[src/rtl/misc_branch_arbiter_pkg.sv]
// Shared bundle layout for the misc branch and its requester arbiter.
// Fields are packed LSB-first in the order listed by the offset constants.
package misc_branch_arbiter_pkg;

  localparam int unsigned MISC_OP_W    = 4;
  localparam int unsigned MISC_SHIFT_W = 5;
  localparam int unsigned MISC_DEST_W  = 5;
  localparam int unsigned MISC_CID_W   = 4;

  function automatic int unsigned misc_blk_w(input int unsigned n_blocks);
    return (n_blocks > 1) ? $clog2(n_blocks) : 1;
  endfunction

  // block + arg_a/b/c + accumulator(2w) + op + sat_dis + shift + dest + commit_id + commit_flag
  function automatic int unsigned misc_req_w(input int unsigned data_width,
                                             input int unsigned n_blocks);
    return misc_blk_w(n_blocks) + 5 * data_width + MISC_OP_W + 1 + MISC_SHIFT_W
           + MISC_DEST_W + MISC_CID_W + 1;
  endfunction

  function automatic int unsigned misc_res_w(input int unsigned data_width,
                                             input int unsigned n_blocks);
    return misc_blk_w(n_blocks) + MISC_DEST_W + 2 * data_width + MISC_CID_W + 1;
  endfunction

  localparam int unsigned MISC_DATA_W   = 16;
  localparam int unsigned MISC_N_BLOCKS = 256;
  localparam int unsigned MISC_BLK_W    = misc_blk_w(MISC_N_BLOCKS);
  localparam int unsigned MISC_REQ_W    = misc_req_w(MISC_DATA_W, MISC_N_BLOCKS);
  localparam int unsigned MISC_RES_W    = misc_res_w(MISC_DATA_W, MISC_N_BLOCKS);

  localparam int unsigned REQ_BLOCK_LSB = 0;
  localparam int unsigned REQ_ARG_A_LSB = REQ_BLOCK_LSB + MISC_BLK_W;
  localparam int unsigned REQ_ARG_B_LSB = REQ_ARG_A_LSB + MISC_DATA_W;
  localparam int unsigned REQ_ARG_C_LSB = REQ_ARG_B_LSB + MISC_DATA_W;
  localparam int unsigned REQ_ACC_LSB   = REQ_ARG_C_LSB + MISC_DATA_W;
  localparam int unsigned REQ_OP_LSB    = REQ_ACC_LSB + 2 * MISC_DATA_W;
  localparam int unsigned REQ_SATD_LSB  = REQ_OP_LSB + MISC_OP_W;
  localparam int unsigned REQ_SHIFT_LSB = REQ_SATD_LSB + 1;
  localparam int unsigned REQ_DEST_LSB  = REQ_SHIFT_LSB + MISC_SHIFT_W;
  localparam int unsigned REQ_CID_LSB   = REQ_DEST_LSB + MISC_DEST_W;
  localparam int unsigned REQ_FLAG_LSB  = REQ_CID_LSB + MISC_CID_W;

  localparam int unsigned RES_BLOCK_LSB  = 0;
  localparam int unsigned RES_DEST_LSB   = RES_BLOCK_LSB + MISC_BLK_W;
  localparam int unsigned RES_RESULT_LSB = RES_DEST_LSB + MISC_DEST_W;
  localparam int unsigned RES_CID_LSB    = RES_RESULT_LSB + 2 * MISC_DATA_W;
  localparam int unsigned RES_FLAG_LSB   = RES_CID_LSB + MISC_CID_W;

endpackage

[src/rtl/tag_fifo.sv]
// Circular FIFO of requester tags; remembers who owns each outstanding op.
// A push into a full FIFO is legal only together with a pop.
module tag_fifo #(
  parameter int width = 2,
  parameter int depth = 4,
  localparam int ptr_w = (depth > 1) ? $clog2(depth) : 1,
  localparam int cnt_w = $clog2(depth) + 1
) (
  input  logic             clk,
  input  logic             reset,
  input  logic             push,
  input  logic [width-1:0] push_data,
  input  logic             pop,
  output logic [width-1:0] head_data,
  output logic             full,
  output logic             empty,
  output logic [cnt_w-1:0] count
);

  logic [width-1:0] mem [depth];
  logic [ptr_w-1:0] wr_ptr;
  logic [ptr_w-1:0] rd_ptr;

  function automatic logic [ptr_w-1:0] next_ptr(input logic [ptr_w-1:0] p);
    return (p == ptr_w'(depth - 1)) ? '0 : p + 1'b1;
  endfunction

  assign head_data = mem[rd_ptr];
  assign empty     = (count == '0);
  assign full      = (count == cnt_w'(depth));

  always_ff @(posedge clk) begin
    if (reset) begin
      wr_ptr <= '0;
      rd_ptr <= '0;
      count  <= '0;
    end else begin
      if (push) wr_ptr <= next_ptr(wr_ptr);
      if (pop)  rd_ptr <= next_ptr(rd_ptr);
      if (push && !pop)      count <= count + 1'b1;
      else if (pop && !push) count <= count - 1'b1;
    end
  end

  always_ff @(posedge clk) begin
    if (push) mem[wr_ptr] <= push_data;
  end

endmodule

[src/rtl/misc_branch_arbiter.sv]
// Round-robin arbiter sharing one misc branch among n_req requesters.
// Results come back in issue order and are routed by a tag FIFO.
module misc_branch_arbiter
  import misc_branch_arbiter_pkg::*;
#(
  parameter int data_width   = 16,
  parameter int n_blocks     = 256,
  parameter int n_req        = 4,
  parameter int max_inflight = 4,
  localparam int req_w = misc_req_w(data_width, n_blocks),
  localparam int res_w = misc_res_w(data_width, n_blocks),
  localparam int idx_w = (n_req > 1) ? $clog2(n_req) : 1,
  localparam int cnt_w = $clog2(max_inflight) + 1
) (
  input  logic                   clk,
  input  logic                   reset,
  input  logic                   enable,
  input  logic [n_req-1:0]       req_valid,
  output logic [n_req-1:0]       req_ready,
  input  logic [n_req*req_w-1:0] req_payload,
  output logic                   unit_in_valid,
  input  logic                   unit_in_ready,
  output logic [req_w-1:0]       unit_payload,
  input  logic                   unit_out_valid,
  output logic                   unit_out_ready,
  input  logic [res_w-1:0]       unit_result,
  output logic [n_req-1:0]       resp_valid,
  input  logic [n_req-1:0]       resp_ready,
  output logic [res_w-1:0]       resp_result,
  output logic [cnt_w-1:0]       inflight_count,
  output logic                   error
);

  logic [idx_w-1:0] rr_ptr;
  logic [idx_w-1:0] winner;
  logic [idx_w-1:0] cand;
  logic [idx_w-1:0] head_tag;
  logic             any_req;
  logic             grant;
  logic             tag_pop;
  logic             tag_full;
  logic             tag_empty;

  always_comb begin
    winner  = '0;
    any_req = 1'b0;
    cand    = '0;
    for (int i = 0; i < n_req; i++) begin
      cand = idx_w'((int'(rr_ptr) + i) % n_req);
      if (!any_req && req_valid[cand]) begin
        any_req = 1'b1;
        winner  = cand;
      end
    end
  end

  // A pop frees a FIFO slot in the same cycle, so a full FIFO can still grant.
  assign tag_pop = enable && !tag_empty && unit_out_valid && resp_ready[head_tag];
  assign grant   = enable && any_req && (!unit_in_valid || unit_in_ready)
                   && (!tag_full || tag_pop);

  // With nothing outstanding a result has no owner: drain it and flag it.
  always_comb begin
    req_ready      = '0;
    resp_valid     = '0;
    unit_out_ready = 1'b0;
    if (grant) req_ready[winner] = 1'b1;
    if (enable) begin
      if (tag_empty) begin
        unit_out_ready = 1'b1;
      end else begin
        unit_out_ready       = resp_ready[head_tag];
        resp_valid[head_tag] = unit_out_valid;
      end
    end
  end

  assign resp_result = unit_result;

  always_ff @(posedge clk) begin
    if (reset) begin
      rr_ptr        <= '0;
      unit_in_valid <= 1'b0;
      error         <= 1'b0;
    end else if (enable) begin
      if (grant) begin
        unit_in_valid <= 1'b1;
        rr_ptr        <= (winner == idx_w'(n_req - 1)) ? '0 : winner + 1'b1;
      end else if (unit_in_ready) begin
        unit_in_valid <= 1'b0;
      end
      if (tag_empty && unit_out_valid) error <= 1'b1;
    end
  end

  always_ff @(posedge clk) begin
    if (grant) unit_payload <= req_payload[winner*req_w +: req_w];
  end

  tag_fifo #(
    .width (idx_w),
    .depth (max_inflight)
  ) u_tag_fifo (
    .clk       (clk),
    .reset     (reset),
    .push      (grant),
    .push_data (winner),
    .pop       (tag_pop),
    .head_data (head_tag),
    .full      (tag_full),
    .empty     (tag_empty),
    .count     (inflight_count)
  );

endmodule

[config.mk]
export PLATFORM = sky130hd
export DESIGN_NAME = misc_branch_arbiter
export DESIGN_NICKNAME = d
export VERILOG_FILES = /design/src/rtl/misc_branch_arbiter_pkg.sv /design/src/rtl/tag_fifo.sv /design/src/rtl/misc_branch_arbiter.sv
export SDC_FILE = /design/constraint.sdc
export NUM_CORES = 1
export LEC_CHECK = 0
export BUFFER_PORTS_ARGS = -buffer_cell sky130_fd_sc_hd__buf_2
export CORE_AREA = 2 2 258 260
export CTS_BUF_LIST = sky130_fd_sc_hd__clkbuf_4 sky130_fd_sc_hd__clkbuf_8
export CTS_CLUSTER_DIAMETER = 60
export DETAILED_ROUTE_END_ITERATION = 16
export DIE_AREA = 0 0 260 262
export PLACE_DENSITY = 0.39
export SYNTH_ARGS = -nofsm -noshare
export SYNTH_HDL_FRONTEND = slang
export SYNTH_HIERARCHICAL = 1
export SYNTH_SLANG_ARGS = --single-unit
[constraint.sdc]
create_clock -name clk -period 9.4 [get_ports clk]
set_input_delay 1.41 -clock clk [delete_from_list [all_inputs] [get_ports clk]]
set_output_delay 1.41 -clock clk [all_outputs]
set_load 0.01 [all_outputs]
### Word-level counts from Yosys, hierarchy flattened

Memory sizes are Yosys's and may differ from the RTL's. A register that Yosys moved wholly into a read port is not among the register bits.
Index checks and enable logic that the tools add are counted.

| operators by class | value |
|---|---|
| $add $sub $neg | 8 |
| multipliers | 1 |
| order comparisons | 8 |
| equality and inequality tests | 4 |
| shift operators | 1 |
| multiplexer cells | 38 |
| bitwise logic cells | 1 |
| reduce and logical (&&, ||, !) cells | 30 |

Operator list:

| operator | count |
|---|---|
| $shiftx 432x10->108 | 1 |
| $lt 2x3->1 const B | 6 |
| $mux 2 | 9 |
| $mux 1 | 17 |
| $logic_and 1x1->1 | 14 |
| $mux 4 | 3 |
| $bmux 1 s2 | 5 |
| $add 2x1->2 const B | 4 |
| $logic_not 1->1 | 8 |
| $mul 2x5->7 const B | 1 |
| $eq 2x2->1 const B | 3 |
| $mux 3 | 2 |
| $reduce_and 2->1 | 3 |
| $add 2x2->2 const B | 2 |
| $and 4x4->4 | 1 |
| $demux 1 s2 | 2 |
| $ge 2x1->1 const B | 2 |
| $reduce_bool 2->1 | 2 |
| $add 3x1->3 const B | 1 |
| $eq 3x3->1 const B | 1 |
| $logic_not 3->1 | 1 |
| $sub 3x1->3 const B | 1 |
| $logic_or 1x1->1 | 2 |

| word-level totals | value |
|---|---|
| bits in registers | 119 |
| bits in writable memories | 8 |
| bits of input ports | 495 |
| memories | 1 |

Memories:

| name | words | bits a word | read ports | clocked after memory_dff | write ports | line | source |
|---|---|---|---|---|---|---|---|
| u_tag_fifo.mem | 4 | 2 | 1 | 1 | 1 | tag_fifo.sv:20 | `logic [width-1:0] mem [depth];` |

### Logic depth before layout (Yosys ltp)

| depth | value |
|---|---|
| depth in word-level cells | 19 |
| mapped depth | 11 |
| gate-level depth less buffers | 11 |

### Cells and area by module

Netlist, hierarchy kept.

Modules (own cells, without submodules):

| module | instances | cells each | area each (um^2) |
|---|---|---|---|
| misc_branch_arbiter | 1 | 570 | 7519.7 |
| tag_fifo | 1 | 54 | 725.7 |

### Least setup slack after synthesis

Ideal clock, no wire load.

| timing path | value |
|---|---|
| path type | input-to-output |
| start | input resp_ready[1] |
| end | output req_ready[0] |
| arrival time | 5.368 ns |
| slack | 2.622 ns |
| stages on the path | 4 |
| path buffers | 0 |
| cell sequence | mux4_2 > nand2_1 > a21oi_2 > and2_1 |

| on the way | value |
|---|---|
| cells in the longest elaborated chain, start to end | 6 |

RTL lines:

| what | line | source |
|---|---|---|
| start: declaration | misc_branch_arbiter.sv:28 | `input logic [n_req-1:0] resp_ready,` |
| $bmux 1 s2 | misc_branch_arbiter.sv:58 | `assign tag_pop = enable && !tag_empty && unit_out_valid && resp_ready[head_tag];` |
| $mux 1 (not written as such) | misc_branch_arbiter.sv:58 |  |
| $logic_and 1x1->1 | misc_branch_arbiter.sv:58 |  |
| $logic_or 1x1->1 | misc_branch_arbiter.sv:60 | `&& (!tag_full \|\| tag_pop);` |
| $logic_and 1x1->1 | misc_branch_arbiter.sv:60 |  |
| net grant | misc_branch_arbiter.sv:39 | `logic grant;` |
| $mux 4 | misc_branch_arbiter.sv:67 | `if (grant) req_ready[winner] = 1'b1;` |
| end: declaration | misc_branch_arbiter.sv:19 | `output logic [n_req-1:0] req_ready,` |

The timed path passes the listed nets, and every way through them passes these cells. The select of a mux whose other input is x is not followed.

==> results_dict.tcl <==
set metrics [dict create \
    run_status "completed" \
    initial_core_util_pct 12.6 \
    period_needed_ns 4.89 \
    cts_tree "yes" \
    whs_path_depth 2 \
    yosysMostFrequentCell "mux2i_1" \
    synth_seq_cells 129 \
    rows 94 \
    htreeDepth 4 \
    cp_max_fo 58 \
    hpwlAfterDp_um 23600 \
    io_buffer_count 566 \
    finalSetupViolCount 0 \
    crit_path_start_kind "flop" \
    leakage_nw 5.47 \
    die_area_sq_um 68100 \
    crit_type "reg2out" \
    avgSynthCellArea_sq_um 13.2 \
    clk_latency_ns 0.51 \
    worst_slew_pin_slew_ns 1.01 \
    die_y_um 262 \
    synth_edf_count 116 \
    cts_setup_buffers 0 \
    netlist_top_cells_area "edfxtp_1, mux2i_1, buf_4" \
    cts.sinks 129 \
    drt_iter0_drc 151 \
    ctsRootBufferMaster "clkbuf_8" \
    viasPerCell 3.40 \
    grt.overflow.total 0 \
    peakVddDrop_mv 0.129 \
    skew_ns 0.0210 \
    setup.worst_path.end_class "output pin" \
    grt.total_usage_pct 8.11 \
    tns_ns 0 \
    max-slew-margin-rel_pct 32.5 \
    pin_count 667 \
    cap_violations 0 \
    synth_cells 624 \
    num_vias 6834 \
    antenna_found_initial 2 \
    synth_largest_area_cell "edfxtp_1" \
    area_growth_pct 45.8 \
    cts_hold_buf 0 \
    multi_input_area_sq_um 3860 \
    synth_top_cell_area_share_pct 42.2 \
    rsz0062_at_grt "false" \
    drv_slew 0 \
    cts_buffer_depth 2 \
    coreArea_sq_um 65300 \
    power_density_nw_per_um2 205 \
    routed_wl_um 29300 \
    fin_util_pct 18.4 \
    critPathArrivalTime_ns 3.48 \
    reg2reg_depth 10 \
    yosys_warnings 6 \
    nNetsFinal 1637 \
    grt_pass1_vias 6911 \
    whs_endpoint "error" \
    drive_gt1_share_pct 53.4 \
    grt_first_pass_wirelength_um 40200 \
    rr_endpoint "u_tag_fifo/count[2]" \
    regToRegSetupSlack_ns 6.11 \
    synthDistinctLibCells 32 \
    synth_seq_area_share_pct 45.4 \
    hold_viol 0 \
    drc_errors 0 \
    avgRoutedWirePerCell_um 14.6 \
    fin_total_pwr_w 0.00247 \
    grt_max_degree 109 \
    drtAntennaViolNets 0 \
    seq_area_sq_um 3740 \
    drt_pass1_iterations 4 \
    hold_class "reg2reg" \
    hold_start "error" \
    async_flop_share_pct 0 \
    fillers 7260 \
    required_ns 7.99 \
    ys.flop_type "edfxtp_1" \
    cts_buffers 17 \
    die_w_um 260 \
    gp_congestion 0.761 \
    fmax_mhz 204 \
    period_share_pct 52.0 \
    syn_area_sq_um 8250 \
    ctsResizeCount 0 \
    synth_nets 1130 \
    ys_top_cells_by_count "mux2i_1, edfxtp_1, buf_4" \
    clk_pin_slew_ns 0.07 \
]
[sequential cells by signal, indices dropped and copies added (netlist names), named ones only]
name	cells
u_tag_fifo/mem	8
rr_ptr	2
u_tag_fifo/wr_ptr	2
unit_in_valid	1
u_tag_fifo/count	3
unit_payload	108
u_tag_fifo/rd_ptr	2
error	1
[layout make-up]
cell class	count	area share (%)
Multi-Input combinational cell	402	32.1
Sequential cell	129	31.1
Timing Repair Buffer	574	24.2
Tap cell	864	8.99
Clock buffer	26	2.72
Clock inverter	6	0.676
Inverter	7	0.219
Antenna cell	1	0.0208
[per-layer routing]
metal | share of wire, % | wire length [um] | GRT usage [%]
met1 | 35 | 10300 | 7.99
met2 | 52 | 15300 | 14.4
met5 | 0 | 0 | 0
met4 | 4.0 | 1170 | 4.81
met3 | 8.8 | 2580 | 3.19
[power breakdown]
| part | switching, W | internal [W] |
|---|---|---|
| logic | 0.000580 | 0.000479 |
| clock network | 0.000241 | 0.000277 |
| registers | 0.0000469 | 0.000844 |
| total | 0.000868 | 0.00160 |
[cell usage in the layout (no fill, tap or decap), types with 3 or more instances in the layout]
cell	Yosys	final
and2_1	8	8
buf_2	21	566
buf_4	54	7
clkbuf_4	0	5
clkbuf_8	0	21
dfxtp_1	13	13
edfxtp_1	116	116
ha_1	10	10
inv_1	7	7
mux2i_1	330	330
mux4_2	3	3
nand2_1	6	6
nor2_1	16	16
nor2b_1	5	4
nor3b_1	3	3
[metrics by stage]
stage	cells	cell area (sq um)	worst slack [ns]	hold WS, ns
CTS	2008	12000	4.32	0.501
global placement	1976	11600	4.55	0.513
floorplan	624	8250	2.62	0.492
finish	2009	12000	4.51	0.492
global route	2009	12000	4.16	0.534
detailed placement	1976	11600	4.45	0.482
[cells by family after synthesis]
logic type | after synthesis | share of synthesized area (%)
adder cells (fa/ha/maj) | 11 | 1.76
AND/OR/NAND/NOR | 45 | 2.81
buffers and inverters | 93 | 8.01
multiplexers | 333 | 40.9
XOR/XNOR | 2 | 0.212
AO/OA/AOI/OAI | 11 | 0.926
flip-flops | 129 | 45.4
[critical path, stage by stage, from the launching register on]
cell     delay [ns]
dfxtp_1        0.38
mux4_2         0.59
mux4_2         0.38
nand2_1        0.12
a21oi_4        0.47
buf_4          0.67
and2_1         0.22
buf_2          0.12
[how the worst max path moves through the flow]
stage	start	endpoint	slack, ns	cells after the start
floorplan	resp_ready[1]	req_ready[0]	2.62	4
global placement	enable	req_ready[0]	4.55	7
detailed placement	enable	req_ready[0]	4.45	7
CTS	flop	req_ready[0]	4.32	7
global route	flop	req_ready[1]	4.16	7
finish	flop	req_ready[0]	4.51	7
Power figures use the tool's default switching activity.
